`src/rtl/water_level_tracker.sv`:
```
// Water-tank level tracker: saturating up/down level counter paced by per-mode
// clock-enable prescalers, with band encoding and full/empty/limit reporting.
`timescale 1ns/1ps
module water_level_tracker #(
    parameter int LEVEL_WIDTH    = 3,
    parameter int MAX_LEVEL      = 7,
    parameter int BANDS          = 4,
    parameter int BAND_WIDTH     = 2,
    parameter int DIV_FILL       = 4,
    parameter int DIV_DRAIN_SLOW = 4,
    parameter int DIV_DRAIN_MED  = 3,
    parameter int DIV_DRAIN_FAST = 2,
    parameter int RESET_LEVEL    = 0
) (
    input  logic                   clock,
    input  logic                   reset,
    input  logic                   enable,
    input  logic [1:0]             state,
    input  logic                   load,
    input  logic [LEVEL_WIDTH-1:0] load_value,
    output logic [LEVEL_WIDTH-1:0] count,
    output logic [BAND_WIDTH-1:0]  water_box,
    output logic                   direction,
    output logic                   step,
    output logic                   full,
    output logic                   empty,
    output logic                   limit_hit
);

    localparam int DIV_MAX_A = (DIV_FILL > DIV_DRAIN_SLOW) ? DIV_FILL : DIV_DRAIN_SLOW;
    localparam int DIV_MAX_B = (DIV_DRAIN_MED > DIV_DRAIN_FAST) ? DIV_DRAIN_MED : DIV_DRAIN_FAST;
    localparam int DIV_MAX   = (DIV_MAX_A > DIV_MAX_B) ? DIV_MAX_A : DIV_MAX_B;
    localparam int PRE_WIDTH = (DIV_MAX > 1) ? $clog2(DIV_MAX) : 1;

    localparam logic [LEVEL_WIDTH-1:0] MAX_LVL = LEVEL_WIDTH'(MAX_LEVEL);
    localparam logic [LEVEL_WIDTH-1:0] RST_LVL = LEVEL_WIDTH'(RESET_LEVEL);

    function automatic logic [BAND_WIDTH-1:0] band_of(input logic [LEVEL_WIDTH-1:0] lvl);
        logic [31:0] prod;
        prod = 32'(lvl) * 32'(BANDS);
        return BAND_WIDTH'(prod / 32'(MAX_LEVEL + 1));
    endfunction

    // Terminal prescaler value per mode, indexed by the state encoding.
    logic [PRE_WIDTH-1:0] div_table [4];

    for (genvar gi = 0; gi < 4; gi++) begin : g_div
        localparam int DIV_SEL = (gi == 0) ? DIV_FILL :
                                 (gi == 1) ? DIV_DRAIN_SLOW :
                                 (gi == 2) ? DIV_DRAIN_MED : DIV_DRAIN_FAST;
        assign div_table[gi] = PRE_WIDTH'(DIV_SEL - 1);
    end

    logic [PRE_WIDTH-1:0]   pre_reg, pre_next;
    logic [1:0]             mode_reg;
    logic [LEVEL_WIDTH-1:0] count_reg, count_next;
    logic [BAND_WIDTH-1:0]  band_reg;
    logic                   dir_reg, step_reg, step_next, limit_reg, limit_next;
    logic                   full_reg, empty_reg;

    logic [PRE_WIDTH-1:0]   div_last;
    logic [LEVEL_WIDTH-1:0] load_level;
    logic                   mode_change, step_due, filling, at_limit;

    // Prescaler: load or a mode change restarts the interval at the new rate.
    always_comb begin
        div_last    = div_table[state];
        mode_change = (state != mode_reg);
        step_due    = 1'b0;
        pre_next    = pre_reg;
        if (load || mode_change) begin
            pre_next = '0;
        end else if (enable) begin
            if (pre_reg == div_last) begin
                pre_next = '0;
                step_due = 1'b1;
            end else begin
                pre_next = pre_reg + 1'b1;
            end
        end
    end

    always_comb begin
        filling    = (state == 2'b00);
        at_limit   = filling ? (count_reg == MAX_LVL) : (count_reg == '0);
        load_level = (load_value > MAX_LVL) ? MAX_LVL : load_value;
        count_next = count_reg;
        step_next  = 1'b0;
        limit_next = 1'b0;
        if (load) begin
            count_next = load_level;
        end else if (step_due) begin
            if (at_limit) begin
                limit_next = 1'b1;
            end else begin
                step_next  = 1'b1;
                count_next = filling ? (count_reg + 1'b1) : (count_reg - 1'b1);
            end
        end
    end

    always_ff @(posedge clock or negedge reset) begin
        if (!reset) begin
            pre_reg   <= '0;
            mode_reg  <= 2'b00;
            count_reg <= RST_LVL;
            band_reg  <= band_of(RST_LVL);
            dir_reg   <= 1'b1;
            step_reg  <= 1'b0;
            limit_reg <= 1'b0;
            full_reg  <= (RESET_LEVEL == MAX_LEVEL);
            empty_reg <= (RESET_LEVEL == 0);
        end else begin
            pre_reg   <= pre_next;
            mode_reg  <= state;
            count_reg <= count_next;
            band_reg  <= band_of(count_next);
            dir_reg   <= filling;
            step_reg  <= step_next;
            limit_reg <= limit_next;
            full_reg  <= (count_next == MAX_LVL);
            empty_reg <= (count_next == '0);
        end
    end

    assign count     = count_reg;
    assign water_box = band_reg;
    assign direction = dir_reg;
    assign step      = step_reg;
    assign full      = full_reg;
    assign empty     = empty_reg;
    assign limit_hit = limit_reg;

endmodule

```
`config.mk`:
```
export PLATFORM = sky130hd
export DESIGN_NAME = water_level_tracker
export DESIGN_NICKNAME = d
export VERILOG_FILES = /design/src/rtl/water_level_tracker.sv
export SDC_FILE = /design/constraint.sdc
export NUM_CORES = 1
export LEC_CHECK = 0
export CORE_AREA = 2 2 39 41
export CTS_CLUSTER_SIZE = 10
export DETAILED_ROUTE_END_ITERATION = 10
export DIE_AREA = 0 0 41 43
export DONT_BUFFER_PORTS = 1
export PLACE_DENSITY = 0.68
export RECOVER_POWER = 25
export SYNTH_ARGS = -nofsm -noshare
export SYNTH_HDL_FRONTEND = slang
export SYNTH_SLANG_ARGS = --single-unit
```
`constraint.sdc`:
```
create_clock -name clock -period 2.8 [get_ports clock]
set_clock_uncertainty 0.15 [all_clocks]
set_input_delay 0.14 -clock clock [delete_from_list [all_inputs] [get_ports clock]]
set_output_delay 0.14 -clock clock [all_outputs]
set_load 0.005 [all_outputs]
```
==> impl_metrics.env <==
export IMPL_outcome="complete, no violations"
export IMPL_cts_made_buffers=3
export IMPL_place_port_buffers=0
export IMPL_syn_instance_count=59
export IMPL_cts_htree_levels=1
export IMPL_worst_slack_ps=148
export IMPL_worst_pin_slew_ps=539
export IMPL_drtPass1Iterations=4
export IMPL_net_switching_power_w=0.0000990
export IMPL_post_synth_instance_area_sq_um=699
export IMPL_critPathLaunchType="register"
export IMPL_critical_path_required_ps=2860
export IMPL_die_outline_area_sq_um=1760
export IMPL_pwr_share_comb=0.177
export IMPL_chipHeight_um=43
export IMPL_timing_final_setup_violations=0
export IMPL_final_layout_size_suffix_gt1_frac=0.191
export IMPL_timing_critical_path_slowest_cell_delay_ps=560
export IMPL_post_cts_setup_buffers=0
export IMPL_grt_pass1_vias=516
export IMPL_critPathArrivalTime_ps=2710
export IMPL_leakagePower_nw=0.340
export IMPL_timing_final_crit_share=0.947
export IMPL_synth_lib_cells_used_distinct=38
export IMPL_synth_largest_type_area_fraction=0.358
export IMPL_fp_dieW_um=41
export IMPL_tritoncts="yes"
export IMPL_detailed_place_area_sq_um=689
export IMPL_routabilityCongestion=0.653
export IMPL_stdcell_area_sq_um=812
export IMPL_synthesis_nets=69
export IMPL_drt_vias_per_instance=5.88
export IMPL_synth_common_cells="10 x sky130_fd_sc_hd__dfrtp_1, 3 x sky130_fd_sc_hd__and3_1, 3 x sky130_fd_sc_hd__nand3b_1"
export IMPL_ff_latch_count_synth=12
export IMPL_seq_power_share=0.539
export IMPL_setup_worst_path_class="register to register"
export IMPL_timing_max_transition_violations_final=0
export IMPL_detailroute_via_count=494
export IMPL_drc=0
export IMPL_rsz0062_at_grt="false"
export IMPL_critical_path_max_fanout=8
export IMPL_post_cts_resized=0
export IMPL_finalWirelength_um=1480
export IMPL_cell_internal_power_dissipation_w=0.000267
export IMPL_core_region_area_sq_um=1380
export IMPL_row_count=14
export IMPL_r2r_slack_ps=150
export IMPL_floorplan_initialDensity=0.505
export IMPL_async_reset_ff_frac=1.00
export IMPL_grtUsageTotal=0.213
export IMPL_avgRoutedWirePerCell_um=17.6
export IMPL_setup_worst_path_end_class="register"
export IMPL_grt_start_max_net_pins=13
export IMPL_holdCritPathClass="input pin to register"
export IMPL_maximum_frequency_from_static_timing_analysis_mhz=377
export IMPL_clk_pin_slew_ps=70
export IMPL_p_sw_frac=0.270
export IMPL_overflow=0
export IMPL_post_synth_top_area_cell="sky130_fd_sc_hd__dfrtp_1"
export IMPL_postRouteAntennaNets=0
export IMPL_synth_top_cells_by_area="sky130_fd_sc_hd__dfrtp_1 36%, sky130_fd_sc_hd__dfstp_2 7.5%, sky130_fd_sc_hd__mux2i_2 3.9%"
export IMPL_area_grow_syn2layout_pct=16.1
export IMPL_drt_iter0_drc=6
export IMPL_postSynth_topFlopCell="sky130_fd_sc_hd__dfrtp_1"
export IMPL_synth_area_per_cell_sq_um=11.9
export IMPL_clock_sinks=12
export IMPL_synth_most_common_cell="sky130_fd_sc_hd__dfrtp_1"
export IMPL_final_min_clock_period_ps=2650
export IMPL_io_pins=19
export IMPL_ir_worst_vdd_mv=0.233
export IMPL_pwr_density_cell_nw_per_um2=451
export IMPL_preCtsSetupSlack_ps=701
export IMPL_critPathSlowestCell="sky130_fd_sc_hd__dlygate4sd3_1"
export IMPL_cts_buffer_depth=2
export IMPL_max_cap_viol_count=0
export IMPL_net_count_final=80
export IMPL_ctsRootBufferMaster="sky130_fd_sc_hd__clkbuf_4"
export IMPL_clock_insertion_delay_worst_skew_ps=260
export IMPL_timing_slew_headroom=0.639
export IMPL_synthesis_yosys_warnings=0
export IMPL_tns_ps=0
export IMPL_hold_violations=0
export IMPL_power_frac_clock=0.284
export IMPL_synth_edff_count=0
export IMPL_grt_first_pass_wirelength_um=2390
export IMPL_synth_yosys_seq_area_share=0.433
export IMPL_n_antenna_cell=0
export IMPL_grt_antenna_before_repair=0
export IMPL_cp_cell_sequence="fa_1 -> a31oi_1 -> a211oi_1 -> and3_1 -> a221o_1 -> a211oi_2 -> dlygate4sd3_1"
per-stage QoR:
stage | hold slack, ps | utilization | instances | total power [W]
2_1_floorplan | -306 | - | 59 | 0.000245
3_3_place_gp | -305 | 0.498 | 71 | 0.000246
3_5_place_dp | -305 | 0.498 | 71 | 0.000247
4_1_cts | 10.8 | 0.587 | 84 | 0.000369
5_1_grt | 1.62 | 0.587 | 84 | 0.000392
6_report | 17.0 | 0.587 | 84 | 0.000366
per-layer routing:
metal | vias up | GRT usage | share of wire
li1 | 233 | - | -
met1 | 241 | 0.256 | 0.41
met2 | 14 | 0.313 | 0.51
met3 | 6 | 0.0576 | 0.045
met4 | 0 | 0.147 | 0.036
met5 | - | 0 | 0
area by class of cell:
| cell class | instances | area [sq um] |
|---|---|---|
| Clock buffer | 3 | 22.5 |
| Fill cell | 113 | 572 |
| Inverter | 2 | 7.51 |
| Multi-Input combinational cell | 41 | 359 |
| Sequential cell | 12 | 303 |
| Tap cell | 16 | 20.0 |
| Timing Repair Buffer | 10 | 100 |
cells by family after synthesis:
kind of cell | Yosys count | synth area share
flip-flops | 12 | 0.433
multiplexers | 3 | 0.0716
XOR/XNOR | 3 | 0.0376
AO/OA/AOI/OAI | 11 | 0.123
adder cells (fa/ha/maj) | 1 | 0.0286
buffers and inverters | 6 | 0.0536
AND/OR/NAND/NOR | 23 | 0.252
worst paths after layout:
| check | from | cells past startpoint | to |
|---|---|---|---|
| worst min register to register | pre_reg[1]$_DFFE_PN0P_ | 2 | pre_reg[1]$_DFFE_PN0P_ |
| worst min-delay path | load | 2 | full$_DFF_PN0_ |
| worst max-delay path | count[0]$_DFF_PN0_ | 7 | empty$_DFF_PN1_ |
| max in group asynchronous | reset | 1 | empty$_DFF_PN1_ |
| worst max register to register | count[0]$_DFF_PN0_ | 7 | empty$_DFF_PN1_ |
| min in group asynchronous | reset | 1 | mode_reg[1]$_DFF_PN0_ |
placed cells by master, fill, tap and decap left out, types with 3 or more instances in the layout:
master / count
sky130_fd_sc_hd__and3_1: 3
sky130_fd_sc_hd__clkbuf_4: 3
sky130_fd_sc_hd__dfrtp_1: 10
sky130_fd_sc_hd__dlygate4sd3_1: 10
sky130_fd_sc_hd__nand3b_1: 3
critical path, delay by kind of cell, from the launching register on:
kind            cells  cell delay, ps
buf+inv             1             560
flops               1             490
fa+ha+maj           1             530
compound gates      4             690
simple gates        1             170
power groups by stage:
stage          clock network, W   logic, W  registers (W)
2_1_floorplan                 0  0.0000480       0.000197
3_3_place_gp                  0  0.0000460       0.000200
3_5_place_dp                  0  0.0000469       0.000200
4_1_cts                0.000107  0.0000651       0.000197
5_1_grt                0.000122  0.0000709       0.000199
6_report               0.000104  0.0000650       0.000197
repair_timing:
action,in CTS,in global routing
hold buffers,10,0
endpoints found under the setup margin,0,0
hold endpoints to repair,22,0
Power figures use the tool's default switching activity.
